**config.mk**
```make
export PLATFORM = sky130hd
export DESIGN_NAME = gpio_ctrl
export DESIGN_NICKNAME = d
export VERILOG_FILES = /design/src/rtl/gpio_pkg.sv /design/src/rtl/gpio_pin_sync.sv /design/src/rtl/gpio_ctrl.sv
export SDC_FILE = /design/constraint.sdc
export NUM_CORES = 1
export LEC_CHECK = 0
export ABC_AREA = 1
export BUFFER_PORTS_ARGS = -buffer_cell sky130_fd_sc_hd__buf_2
export CAP_MARGIN = 25
export CORE_MARGIN = 1
export CORE_UTILIZATION = 25
export DETAILED_ROUTE_END_ITERATION = 8
export GPL_TIMING_DRIVEN = 0
export PLACE_DENSITY = 0.42
export SETUP_SLACK_MARGIN = 0.2
export SLEW_MARGIN = 20
export SYNTH_ARGS = -nofsm -noshare
export SYNTH_HDL_FRONTEND = slang
export SYNTH_SLANG_ARGS = --single-unit
export TNS_END_PERCENT = 20
```
**constraint.sdc**
```tcl
create_clock -name clk -period 0.97 [get_ports clk]
set_clock_uncertainty 0.15 [all_clocks]
set_input_delay 0.0485 -clock clk [delete_from_list [all_inputs] [get_ports clk]]
set_output_delay 0.0485 -clock clk [all_outputs]
set_load 0.005 [all_outputs]
```
**src/rtl/gpio_pkg.sv**
```systemverilog
// Shared definitions for the GPIO controller: pin function codes and register indices.
package gpio_pkg;

  localparam int unsigned ADDR_W = 3;
  localparam int unsigned FSEL_W = 2;

  typedef enum logic [FSEL_W-1:0] {
    FSEL_GPIO    = 2'b00,
    FSEL_ALT_IN  = 2'b01,
    FSEL_ALT_OUT = 2'b10,
    FSEL_IRQ     = 2'b11
  } fsel_e;

  localparam logic [ADDR_W-1:0] REG_DIR      = 3'd0;
  localparam logic [ADDR_W-1:0] REG_DOUT     = 3'd1;
  localparam logic [ADDR_W-1:0] REG_DIN      = 3'd2;
  localparam logic [ADDR_W-1:0] REG_IRQ_EN   = 3'd3;
  localparam logic [ADDR_W-1:0] REG_IRQ_EDGE = 3'd4;
  localparam logic [ADDR_W-1:0] REG_PEND     = 3'd5;
  localparam logic [ADDR_W-1:0] REG_DOUT_SET = 3'd6;
  localparam logic [ADDR_W-1:0] REG_DOUT_CLR = 3'd7;

endpackage

```
**src/rtl/gpio_pin_sync.sv**
```systemverilog
// Per-pin input synchroniser with a one-cycle history flop for edge detection.
module gpio_pin_sync #(
  parameter int unsigned SYNC_STAGES = 2
) (
  input  logic clk,
  input  logic rst_n,
  input  logic pin,
  output logic sync,
  output logic rise,
  output logic fall
);

  logic [SYNC_STAGES-1:0] chain;
  logic                   prev;

  always_ff @(posedge clk or negedge rst_n) begin
    if (!rst_n) begin
      chain <= '0;
      prev  <= 1'b0;
    end else begin
      chain <= {chain[SYNC_STAGES-2:0], pin};
      prev  <= chain[SYNC_STAGES-1];
    end
  end

  assign sync = chain[SYNC_STAGES-1];
  assign rise = sync & ~prev;
  assign fall = ~sync & prev;

endmodule

```
**src/rtl/gpio_ctrl.sv**
```systemverilog
// Clocked GPIO pin mux with register bus, synchronised inputs and sticky edge interrupts.
module gpio_ctrl
  import gpio_pkg::*;
#(
  parameter int unsigned NPINS       = 16,
  parameter int unsigned SYNC_STAGES = 2
) (
  input  logic                 clk,
  input  logic                 rst_n,
  input  logic [NPINS-1:0]     pin_in,
  output logic [NPINS-1:0]     pin_out,
  output logic [NPINS-1:0]     pin_oe,
  input  logic [2*NPINS-1:0]   pinsel,
  input  logic [NPINS-1:0]     alt_out,
  output logic [NPINS-1:0]     alt_in,
  input  logic                 wr_en,
  input  logic                 rd_en,
  input  logic [ADDR_W-1:0]    addr,
  input  logic [NPINS-1:0]     wdata,
  output logic [NPINS-1:0]     rdata,
  output logic                 rvalid,
  output logic                 irq
);

  logic [NPINS-1:0] dir_q, dout_q, irq_en_q, irq_edge_q, pend_q;
  logic [NPINS-1:0] sync, rise, fall;
  logic [NPINS-1:0] is_irq, w1c, pend_set, pend_d, rd_mux;

  for (genvar k = 0; k < NPINS; k++) begin : g_pin
    gpio_pin_sync #(.SYNC_STAGES(SYNC_STAGES)) u_sync (
      .clk  (clk),
      .rst_n(rst_n),
      .pin  (pin_in[k]),
      .sync (sync[k]),
      .rise (rise[k]),
      .fall (fall[k])
    );
  end

  // Pad-side mux; alt_out passes straight through with no register stage.
  always_comb begin
    pin_oe  = '0;
    pin_out = '0;
    alt_in  = '0;
    is_irq  = '0;
    for (int k = 0; k < NPINS; k++) begin
      case (fsel_e'(pinsel[2*k +: 2]))
        FSEL_GPIO: begin
          pin_oe[k]  = dir_q[k];
          pin_out[k] = dout_q[k];
        end
        FSEL_ALT_IN:  alt_in[k] = sync[k];
        FSEL_ALT_OUT: begin
          pin_oe[k]  = 1'b1;
          pin_out[k] = alt_out[k];
        end
        FSEL_IRQ:     is_irq[k] = 1'b1;
      endcase
    end
  end

  // A new event in the same cycle as its W1C keeps the bit set.
  always_comb begin
    w1c      = (wr_en && (addr == REG_PEND)) ? wdata : '0;
    pend_set = is_irq & irq_en_q & ((rise & ~irq_edge_q) | (fall & irq_edge_q));
    pend_d   = (pend_q & ~w1c) | pend_set;
  end

  always_comb begin
    rd_mux = '0;
    case (addr)
      REG_DIR:      rd_mux = dir_q;
      REG_DOUT:     rd_mux = dout_q;
      REG_DIN:      rd_mux = sync;
      REG_IRQ_EN:   rd_mux = irq_en_q;
      REG_IRQ_EDGE: rd_mux = irq_edge_q;
      REG_PEND:     rd_mux = pend_q;
      default:      rd_mux = '0;
    endcase
  end

  always_ff @(posedge clk or negedge rst_n) begin
    if (!rst_n) begin
      dir_q      <= '0;
      dout_q     <= '0;
      irq_en_q   <= '0;
      irq_edge_q <= '0;
      pend_q     <= '0;
      irq        <= 1'b0;
      rdata      <= '0;
      rvalid     <= 1'b0;
    end else begin
      if (wr_en) begin
        case (addr)
          REG_DIR:      dir_q      <= wdata;
          REG_DOUT:     dout_q     <= wdata;
          REG_IRQ_EN:   irq_en_q   <= wdata;
          REG_IRQ_EDGE: irq_edge_q <= wdata;
          REG_DOUT_SET: dout_q     <= dout_q | wdata;
          REG_DOUT_CLR: dout_q     <= dout_q & ~wdata;
          default:      ;
        endcase
      end
      pend_q <= pend_d;
      irq    <= |(pend_q & irq_en_q);
      rvalid <= rd_en;
      if (rd_en) rdata <= rd_mux;
    end
  end

endmodule

```
==> results of run 1 <==
[layout make-up]
class | instances | area (sq um) | share of cell area, %
repair buffers | 283 | 2011 | 19.55
flip-flops and latches | 146 | 3656 | 35.56
multi-input cells | 595 | 2933 | 28.52
well taps | 335 | 419.2 | 4.076
clock buffers | 21 | 470.5 | 4.575
plain buffers | 37 | 369.1 | 3.590
inverters | 70 | 267.8 | 2.604
clock inverters | 10 | 156.4 | 1.521
[kinds of logic (layout without fill, tap and decap cells)]
logic type             Yosys count  count (layout)  synth area share [%]
AO/OA/AOI/OAI                  162             162                 12.26
buffers and inverters          107             421                 6.461
flip-flops                     146             146                 53.90
AND/OR/NAND/NOR                433             433                 27.38
[power by group through the flow]
stage          sequential [mW]  combinational (mW)  clock (mW)
6_report                  8.05                4.02        7.11
5_1_grt                   8.16                4.53        7.48
4_1_cts                   8.07                3.54        7.24
3_5_place_dp              8.20                2.82           0
3_3_place_gp              8.22                2.77           0
2_1_floorplan             7.78                1.63           0
[cell usage in the layout (no fill, tap or decap), types with 5 or more instances in the layout]
cell	netlist	routed
inv_2	0	17
nand3_1	61	57
nor3_2	0	16
o21ai_2	0	7
nor2_1	123	116
a21oi_2	0	5
clkbuf_16	0	23
buf_8	0	5
dlygate4sd3_1	0	54
clkbuf_8	0	7
nand2_2	3	14
nand4_1	39	39
o21ai_1	17	80
a21oi_1	34	29
dfrtp_1	146	144
nor2_2	1	7
buf_2	11	157
buf_4	3	67
nand2_1	186	171
o21ai_0	103	33
buf_6	1	9
clkbuf_1	20	7
inv_1	68	51
[how the worst min path moves through the flow]
| stage | slack (ns) | startpoint | to | cells past startpoint |
|---|---|---|---|---|
| finish | -0.60 | rst_n | g_pin[1].u_sync.chain[1] | 1 |
| global route | -0.55 | rst_n | g_pin[1].u_sync.chain[1] | 1 |
| CTS | -0.56 | rst_n | g_pin[1].u_sync.chain[1] | 1 |
| detailed placement | -0.11 | rst_n | g_pin[1].u_sync.chain[1] | 1 |
| global placement | 0.007 | pin_in[13] | g_pin[13].u_sync.chain[0] | 1 |
| floorplan | -0.40 | rst_n | dir_q[0] | 0 |
[metrics by stage]
stage,util (%),cell area [sq um]
global route,39.02,10280
CTS,37.77,9955
detailed placement,30.50,8039
global placement,30.36,8001
finish,39.02,10280
floorplan,-,6827
[layer usage]
| metal | part of all wire, % | up-vias | track usage (%) |
|---|---|---|---|
| met5 | 0 | - | 0 |
| met4 | 1.3 | 0 | 5.717 |
| met3 | 4.8 | 29 | 3.921 |
| met2 | 47 | 200 | 30.71 |
| met1 | 47 | 3312 | 26.66 |
| li1 | - | 3413 | - |
[flip-flops by register name, indices dropped and copies added (netlist names), 16 cells and up]
signal	flops
dir_q	16
g_pin.u_sync.chain	32
g_pin.u_sync.prev	16
pend_q	16
rdata	16
irq_en_q	16
irq_edge_q	16
dout_q	16
[critical path: cells and delay by family (launching register included)]
family,cells,cell delay (ns)
AO/OA/AOI/OAI,2,0.18
buffers and inverters,1,0.12
flip-flops,1,0.41
[what timing repair did]
action,CTS,global route
gates resized for setup,151,45
pin swaps,43,17
cloned,2,0
endpoints found under the setup margin,163,176
buffers inserted,44,30
hold endpoints to repair,247,93
==> out/qor.txt, run 1 <==
Power consumption: 19.18 mW
Setup_tns: -23.88 ns
CTS tree: yes
Ys async rst share: 100.0%
Hpwl dp: 17.38 mm
Crit. End Element: primary output
Post-synth top area cell: dfrtp_1
Final-report setup violation count: 111
Slew margin rel.: 46.96%
Gr ovfl total: 0
Layout Cells excl Fill: 1497
Final Max Tran Viols: 0
Violated checks: negative hold slack, negative setup slack
Setup CP Type: flip-flop to primary output
Fillers: 2748
Gpl congestion: 0.8043
Largest net degree at the start of global routing: 84
Seq pwr share: 42.0%
Yosys warns: 0
Worst-margin pin slew: 0.7956 ns
Top-area cell type share of the netlist area: 53.90%
CP max FO: 2
Sw Share: 29.42%
Synth Net Count: 935
P_sw: 5.643 mW
CP max stage delay: 0.41 ns
Ys flop type: dfrtp_1
Final nets: 1237
Clk_lat worst skew: 0.42 ns
Starting Density: 25.72%
Number of core rows: 59
Layout cells sized above 1: 31.93%
First-pass GRT wire length: 40.28 mm
Final worst setup slack: -0.3634 ns
P_int: 13.54 mW
Leak pwr: 5.155 nW
Initial antenna violation count: 1
VDD IR-drop max: 0.8563 mV
Antenna-violating nets left: 0
Die Ht: 166.7 microns
CP arrival: 1.13 ns
Layout area overhead: 51.71%
Fin crit period: 1.333 ns
Detailed-route vias per instance: 4.645
Top-count cell post-synth: nand2_1
CTS HTree Levels: 4
Max-cap violations: 0
Crit path to: pin_out[11]
Clock Path Buffers: 2
Via count: 6954
Cts hold-fix bufs: 55
RSZ-0062 raised after global routing: yes
Post-Route WL: 26.24 mm
CP cell instances: o21ai_1 > a21oi_1 > buf_2
Syn Area/Cell: 7.993 sq um
EDFF count, synth: 0
Status: finished with violations
Clk pwr share: 37.1%
Power Density: 1865 nW/um^2
Synth cell count leaders: 186 x nand2_1, 146 x dfrtp_1, 123 x nor2_1
Worst Setup Start Kind: flip-flop
Worst reg2reg path depth: 6
Crit path launch: dout_q[11]
Worst min-delay path category: input pin to async pin
I/O Buffers: 151
Register bit total from synthesis: 146
Final hold vios: 162
Number of I/O pins: 153
Post-synthesis sequential area ratio: 53.90%
Setup WS pre-CTS: -0.8820 ns
Hold WS: -0.6043 ns
Die Width: 166.7 microns
Pre-antenna DRT Iters: 5
FF-to-FF setup slack: -0.29 ns
DIE AREA: 27770 sq um
# diodes: 0
FMAX: 750.0 MHz
CP max-delay cell: dfrtp_1
Worst Path Required: 0.77 ns
Combinational power share: 21.0%
Fin crit share: 137.5%
Num Clock Sinks: 146
Distinct cells, synth: 24
Total track usage: 19.40%
Synth Cell Area: 6778 sq um
Number of buffers created by CTS: 17
Post-Synthesis Cells: 848
Clk pin slew, worst setup/hold paths: 0.06 ns
Placed insts: 1335
DRC viols: 0
Number of global-route vias before repair: 6754
Core box area: 26350 sq um
Clk root buf: clkbuf_16
R2r startpoint: dout_q[11]
Largest cells by area after synthesis: dfrtp_1 54%, nand2_1 10%, o21ai_0 7.6%
Worst reg2reg endpoint: rdata[11]
First DRT Iteration DRCs: 333
Routed wire per std cell: 17.53 microns
(Power assumes the default switching activity.)
==> inputs of run 2 (changes only) <==
--- a/config.mk
+++ b/config.mk
@@ -12,7 +12,7 @@
 export CORE_UTILIZATION = 25
 export DETAILED_ROUTE_END_ITERATION = 8
 export GPL_TIMING_DRIVEN = 0
-export PLACE_DENSITY = 0.42
+export PLACE_DENSITY = 0.4
 export SETUP_SLACK_MARGIN = 0.2
 export SLEW_MARGIN = 20
 export SYNTH_ARGS = -nofsm -noshare
==> constraint.sdc (replaced) <==
create_clock -name clk -period 1.3 [get_ports clk]
set_clock_uncertainty 0.15 [all_clocks]
set_input_delay 0.065 -clock clk [delete_from_list [all_inputs] [get_ports clk]]
set_output_delay 0.065 -clock clk [all_outputs]
set_load 0.005 [all_outputs]
==> run 2 against run 1 <==
  * The run still ends with negative hold slack, negative setup slack left
  * Power is 31% lower
  * Core utilization fell by 1.5 points
  * Sequential share of layout area grew 1.5 points
  * Cell area down 3.9%
  * Worst hold slack better by 0.12 ns
  * Sequential power decreased by 25%
  * Count of clock-buffer cells in the layout increased by 1
  * Die area is the same
  * Largest cell class unchanged
  * Clock power shrank 35%
  * First-iteration DRC count up 6.0%
==> out/qor.txt, run 2 (synthesis results as in run 1) <==
Clk_lat worst skew: 0.42 ns (about the same)
Combinational power share: 20.2% (was 21.0%)
Fin crit share: 105.8%
DRT met1 WL: 12.42 mm (was 12.43 mm)
Clk pin slew, worst setup/hold paths: 0.06 ns (about the same)
Starting Density: 25.72% (unchanged)
Status: finished with violations (unchanged)
Power Density: 1349 nW/um^2 (was 1865 nW/um^2)
Gpl congestion: 0.7936 (was 0.8043)
Total track usage: 19.28% (was 19.40%)
Seq pwr share: 45.1% (was 42.0%)
Fin crit period: 1.376 ns
Final-report setup violation count: 21 (was 111)
Leak pwr: 4.936 nW (was 5.155 nW)
Hold WS: -0.4879 ns (was -0.6043 ns)
Core box area: 26350 sq um (unchanged)
Sw Share: 30.04% (was 29.42%)
Max layer used: met4 (unchanged)
Met2 Wirelength: 11.86 mm (was 12.20 mm)
Placed insts: 1335 (unchanged)
Worst Setup Start Kind: flip-flop (unchanged)
Antenna-violating nets left: 0 (unchanged)
Worst-margin pin slew: 0.7358 ns (was 0.7956 ns)
Setup_tns: -0.3766 ns (was -23.88 ns)
VDD IR-drop max: 0.8057 mV (was 0.8563 mV)
Layout cells sized above 1: 28.77% (was 31.93%)
Final worst setup slack: -0.07570 ns (was -0.3634 ns)
Clk root buf: clkbuf_16 (unchanged)
P_int: 9.319 mW (was 13.54 mW)
First DRT Iteration DRCs: 353 (was 333)
P_sw: 4.002 mW (was 5.643 mW)
Clock Path Buffers: 2 (unchanged)
Die Width: 166.7 microns (unchanged)
Initial antenna violation count: 0 (was 1)
FF-to-FF setup slack: 0 ns (was -0.29 ns)
Largest net degree at the start of global routing: 84 (unchanged)
CP arrival: 1.16 ns (was 1.13 ns)
Number of core rows: 59 (unchanged)
Routed wl met3: 1.302 mm (was 1.259 mm)
Routed wire per std cell: 17.63 microns (was 17.53 microns)
Largest register FFs: 32 (unchanged)
Gr ovfl total: 0 (unchanged)
Setup WS pre-CTS: -0.5869 ns (was -0.8820 ns)
DIE AREA: 27770 sq um (unchanged)
Most frequent cells in the layout: 185 x nand2_1, 154 x buf_2, 144 x dfrtp_1, 109 x nor2_1 (was 171 x nand2_1, 157 x buf_2, 144 x dfrtp_1, 116 x nor2_1, 80 x o21ai_1)
Worst reg2reg endpoint: irq (was rdata[11])
# diodes: 0 (unchanged)
Layout Cells excl Fill: 1475 (was 1497)
Slew margin rel.: 50.95% (was 46.96%)
Number of I/O pins: 153 (unchanged)
Commonest non-fill, non-tap cell in the layout: nand2_1 (unchanged)
Cts hold-fix bufs: 65 (was 55)
Num Clock Sinks: 146 (unchanged)
Final hold vios: 115 (was 162)
Via count: 6852 (was 6954)
Final Max Tran Viols: 0 (unchanged)
CTS tree: yes (unchanged)
I/O Buffers: 151 (unchanged)
Fillers: 2770 (was 2748)
Worst reg2reg path depth: 4 (was 6)
CTS HTree Levels: 4 (unchanged)
DRC viols: 0 (unchanged)
Storage cell area: 3656 sq um (unchanged)
Worst min-delay path category: input pin to async pin (unchanged)
Die Ht: 166.7 microns (unchanged)
CP max FO: 3 (was 2)
R2r startpoint: irq_en_q[12] (was dout_q[11])
Max-cap violations: 0 (unchanged)
FMAX: 726.9 MHz
Number of buffers created by CTS: 17 (unchanged)
Detailed-route vias per instance: 4.645 (about the same)
Post-Route WL: 26.01 mm (was 26.24 mm)
Layout area overhead: 45.73% (was 51.71%)
Setup CP Type: flip-flop to primary output (unchanged)
Crit. End Element: primary output (unchanged)
Violated checks: negative hold slack, negative setup slack (unchanged)
Reg with most FFs: g_pin.u_sync.chain (unchanged)
Final nets: 1218 (was 1237)
Number of global-route vias before repair: 6709 (was 6754)
RSZ-0062 raised after global routing: yes (unchanged)
Worst Path Required: 1.09 ns (was 0.77 ns)
Clk pwr share: 34.8% (was 37.1%)
First-pass GRT wire length: 39.94 mm (was 40.28 mm)
Pre-antenna DRT Iters: 5 (unchanged)
Footprint of the multi-input gates: 2885 sq um (was 2933 sq um)
Hpwl dp: 17.54 mm (was 17.38 mm)
[run 2: cell count changes in the layout (fill, tap and decap cells not counted), moves of 7 or more]
cell           previous run  this run
o21ai_1                  80        50
nand2_1                 171       185
o21ai_0                  33        65
nand2_2                  14         2
dlygate4sd3_1            54        65
nor2_2                    7        14
buf_4                    67        54
nor2_1                  116       109
[run 2: stage by stage]
step | utilization [%] | power, mW | instance area (sq um) | hold WS, ns
detailed placement | 30.43 | 8.221 | 8020 | -0.01865
global placement | 30.29 | 8.211 | 7983 | 0.02355
global route | 37.48 | 14.08 | 9877 | -0.4421
CTS | 36.62 | 13.28 | 9652 | -0.4679
floorplan | - | 7.016 | 6808 | -0.3806
finish | 37.48 | 13.32 | 9877 | -0.4879
[run 2: timing repair]
action | in CTS | in global routing
cloned | 0 | 0
pin swaps | 62 | 45
hold endpoints to repair | 183 | 88
resized for setup | 97 | 45
setup buffers | 30 | 17
endpoints found under the setup margin | 159 | 147
[run 2: worst max-delay path by stage]
stage              start              endpoint  cells past startpoint
4_1_cts        dout_q[5]            pin_out[5]                      3
6_report       dout_q[5]            pin_out[5]                      3
2_1_floorplan    addr[1]             dout_q[0]                      8
3_3_place_gp       rst_n  g_pin[1].u_sync.prev                      1
3_5_place_dp     addr[1]          irq_en_q[11]                      8
5_1_grt        dout_q[5]            pin_out[5]                      3
[run 2: layer usage]
| metal | vias to the layer above | GRT usage (%) |
|---|---|---|
| met5 | - | 0 |
| met4 | 0 | 4.348 |
| met3 | 33 | 3.517 |
| met2 | 214 | 30.91 |
| met1 | 3238 | 26.93 |
| li1 | 3367 | - |
[run 2: layout make-up]
class	instances	share of cell area [%]
timing repair buffer	264	18.27
clock buffer	22	4.902
buffer	37	3.091
clock inverter	6	0.5827
inverter	70	2.686
multi-input combinational	595	29.21
tap	335	4.244
sequential	146	37.02
[run 2: power by group through the flow]
| stage | clock [mW] | sequential (mW) | combinational, mW |
|---|---|---|---|
| finish | 4.63 | 6.00 | 2.69 |
| global route | 4.93 | 6.11 | 3.04 |
| CTS | 4.76 | 6.01 | 2.52 |
| detailed placement | 0 | 6.11 | 2.11 |
| global placement | 0 | 6.12 | 2.09 |
| floorplan | 0 | 5.81 | 1.21 |
[run 2: worst max-delay path: stages (launching register included)]
cell	delay (ns)
dfrtp_1	0.40
o21ai_1	0.08
a21oi_1	0.13
buf_2	0.13
==> inputs of run 3 (changes only) <==
--- a/config.mk
+++ b/config.mk
@@ -12,7 +12,7 @@
 export CORE_UTILIZATION = 25
 export DETAILED_ROUTE_END_ITERATION = 8
 export GPL_TIMING_DRIVEN = 0
-export PLACE_DENSITY = 0.4
+export PLACE_DENSITY_LB_ADDON = 0.15
 export SETUP_SLACK_MARGIN = 0.2
 export SLEW_MARGIN = 20
 export SYNTH_ARGS = -nofsm -noshare
==> run 3 against run 2 <==
  * The flow still finishes with violations (negative hold slack, negative setup slack)
  * Register-to-register slack hardly changed
  * Via count is 0.15% higher
  * Global-route usage is 0.84 points lower
  * Wire length is 2.0% lower
  * Sequential share of layout area is 0.34 points higher
  * Cell area is 0.98% lower
  * Non-clock buffer count is 4 lower
  * Largest cell class unchanged
  * Worst hold slack worse by 0.053 ns
  * Clock power is 3% lower
  * Sequential power hardly changed
==> out/qor.txt, run 3 (synthesis results as in run 1) <==
Crit. End Element: primary output (unchanged)
Clk pin slew, worst setup/hold paths: 0.06 ns (about the same)
Die Ht: 166.7 microns (unchanged)
Setup CP Type: flip-flop to primary output (unchanged)
Final nets: 1214 (was 1218)
Layout area overhead: 44.30% (was 45.73%)
Busiest layer in global routing: met2 (unchanged)
I/O Buffers: 151 (unchanged)
Reg with most FFs: g_pin.u_sync.chain (unchanged)
Cts hold-fix bufs: 65 (unchanged)
Starting Density: 25.72% (unchanged)
Layout cells sized above 1: 27.18% (was 28.77%)
Clock Path Buffers: 2 (unchanged)
Clk root buf: clkbuf_16 (unchanged)
Largest register FFs: 32 (unchanged)
FMAX: 729.8 MHz (was 726.9 MHz)
Max-cap violations: 0 (unchanged)
Delay-heaviest family, CP: flip-flops (unchanged)
Fin crit share: 105.4% (was 105.8%)
Number of core rows: 59 (unchanged)
RSZ-0062 raised after global routing: yes (unchanged)
Worst Setup Start Kind: flip-flop (unchanged)
Most frequent cells in the layout: 185 x nand2_1, 157 x buf_2, 146 x dfrtp_1, 116 x nor2_1, 65 x dlygate4sd3_1 (was 185 x nand2_1, 154 x buf_2, 144 x dfrtp_1, 109 x nor2_1)
R2r startpoint: irq_en_q[15] (was irq_en_q[12])
Slew margin rel.: 49.37% (was 50.95%)
Leak pwr: 4.900 nW (was 4.936 nW)
CP arrival: 1.16 ns (about the same)
Final hold vios: 155 (was 115)
Fillers: 2777 (was 2770)
CP max-delay cell: dfrtp_1 (unchanged)
Detailed-route vias per instance: 4.659 (was 4.645)
FF-to-FF setup slack: -0.01 ns (was 0 ns)
Worst Path Required: 1.09 ns (about the same)
Setup WS pre-CTS: -0.5816 ns (was -0.5869 ns)
Number of global-route vias before repair: 6439 (was 6709)
VDD IR-drop max: 0.6443 mV (was 0.8057 mV)
Routed wire per std cell: 17.30 microns (was 17.63 microns)
Total track usage: 18.44% (was 19.28%)
Storage cell area: 3654 sq um (was 3656 sq um)
Fin crit period: 1.370 ns (was 1.376 ns)
DRC viols: 0 (unchanged)
Worst reg2reg path depth: 4 (unchanged)
Number of I/O pins: 153 (unchanged)
Worst Path Buf+Inv: 1 (unchanged)
Core box area: 26350 sq um (unchanged)
Footprint of the multi-input gates: 2848 sq um (was 2885 sq um)
Layout Cells excl Fill: 1473 (was 1475)
Worst min-delay path category: input pin to async pin (unchanged)
Status: finished with violations (unchanged)
DP Area: 8020 sq um (unchanged)
CP max stage delay: 0.42 ns (was 0.40 ns)
Final worst setup slack: -0.07021 ns (was -0.07570 ns)
Pre-antenna DRT Iters: 5 (unchanged)
Num Clock Sinks: 146 (unchanged)
First-pass GRT wire length: 38.11 mm (was 39.94 mm)
Hpwl dp: 17.28 mm (was 17.54 mm)
Design area: 9781 sq um (was 9877 sq um)
Gr ovfl total: 0 (unchanged)
CP cell instances: o21ai_1 > a21oi_1 > buf_2 (unchanged)
First DRT Iteration DRCs: 436 (was 353)
CTS HTree Levels: 4 (unchanged)
Die Width: 166.7 microns (unchanged)
Largest net degree at the start of global routing: 87 (was 84)
Worst reg2reg endpoint: irq (unchanged)
Final-report setup violation count: 33 (was 21)
Commonest non-fill, non-tap cell in the layout: nand2_1 (unchanged)
Via count: 6862 (was 6852)
Placed insts: 1335 (unchanged)
Post-Route WL: 25.49 mm (was 26.01 mm)
Worst-margin pin slew: 0.7594 ns (was 0.7358 ns)
Violated checks: negative hold slack, negative setup slack (unchanged)
Clk_lat worst skew: 0.43 ns (was 0.42 ns)
CP max FO: 3 (unchanged)
Met2 GRT Util: 29.41% (was 30.91%)
CTS tree: yes (unchanged)
Met1 Use GR: 25.50% (was 26.93%)
Initial antenna violation count: 1 (was 0)
Gpl congestion: 0.8118 (was 0.7936)
Antenna-violating nets left: 0 (unchanged)
Hold WS: -0.5406 ns (was -0.4879 ns)
Number of buffers created by CTS: 17 (unchanged)
Final Max Tran Viols: 0 (unchanged)
GRT met3 Usage: 3.137% (was 3.517%)
Power Density: 1345 nW/um^2 (was 1349 nW/um^2)
DIE AREA: 27770 sq um (unchanged)
==> run 3: repair_timing <==
item / 4_1_cts / 5_1_grt
gates resized for setup: 83 / 41
cloned: 0 / 0
setup buffers: 28 / 15
pin swaps: 46 / 34
endpoints found under the hold margin: 186 / 92
setup endpoints to repair: 157 / 145
==> run 3: worst max-delay path by stage <==
stage                       end       start  slack, ns  cells after the start
detailed placement    dout_q[4]     addr[1]      -0.58                      9
global route         pin_out[8]   dout_q[8]      -0.12                      3
CTS                 pin_out[11]  dout_q[11]      -0.08                      3
floorplan             dout_q[0]     addr[1]       0.17                      8
finish              pin_out[11]  dout_q[11]      -0.07                      3
global placement      pend_q[1]       rst_n      -2.39                      1
==> run 3: worst reg2reg max path, cell delays in order (launching register included) <==
cell and delay, ns:
dfrtp_1 0.42, nand2_1 0.13, nand4_1 0.16, nor2_2 0.16
nand3_1 0.14
==> run 3: per-stage QoR <==
step	utilization, %	TNS (ns)	power [mW]
after global routing	37.11	-3.075	13.84
after global placement	30.29	-390.39	8.194
after CTS	36.32	-1.677	13.10
after floorplan	-	0	7.016
after detailed placement	30.43	-44.00	8.232
final	37.11	-0.8448	13.15
==> run 3: layer usage <==
layer,routed length (microns),up-vias
met3,1264,37
met1,12180,3252
met2,11640,207
li1,-,3366
met5,0,-
met4,401,0
==> run 3: power by group <==
part	leakage [nW]	switching [mW]	internal [mW]
logic	2.88	1.43	1.21
registers	1.77	0.730	5.30
clock network	0.254	1.88	2.60
total	4.90	4.04	9.12
==> run 3: final cells by class <==
type                       instances  area share (%)
antenna                            1         0.02559
inverter                          70           2.712
clock inverter                     5          0.3070
timing repair buffer             260           18.06
sequential                       146           37.35
buffer                            37           3.109
tap                              335           4.286
clock buffer                      24           5.028
multi-input combinational        595           29.12
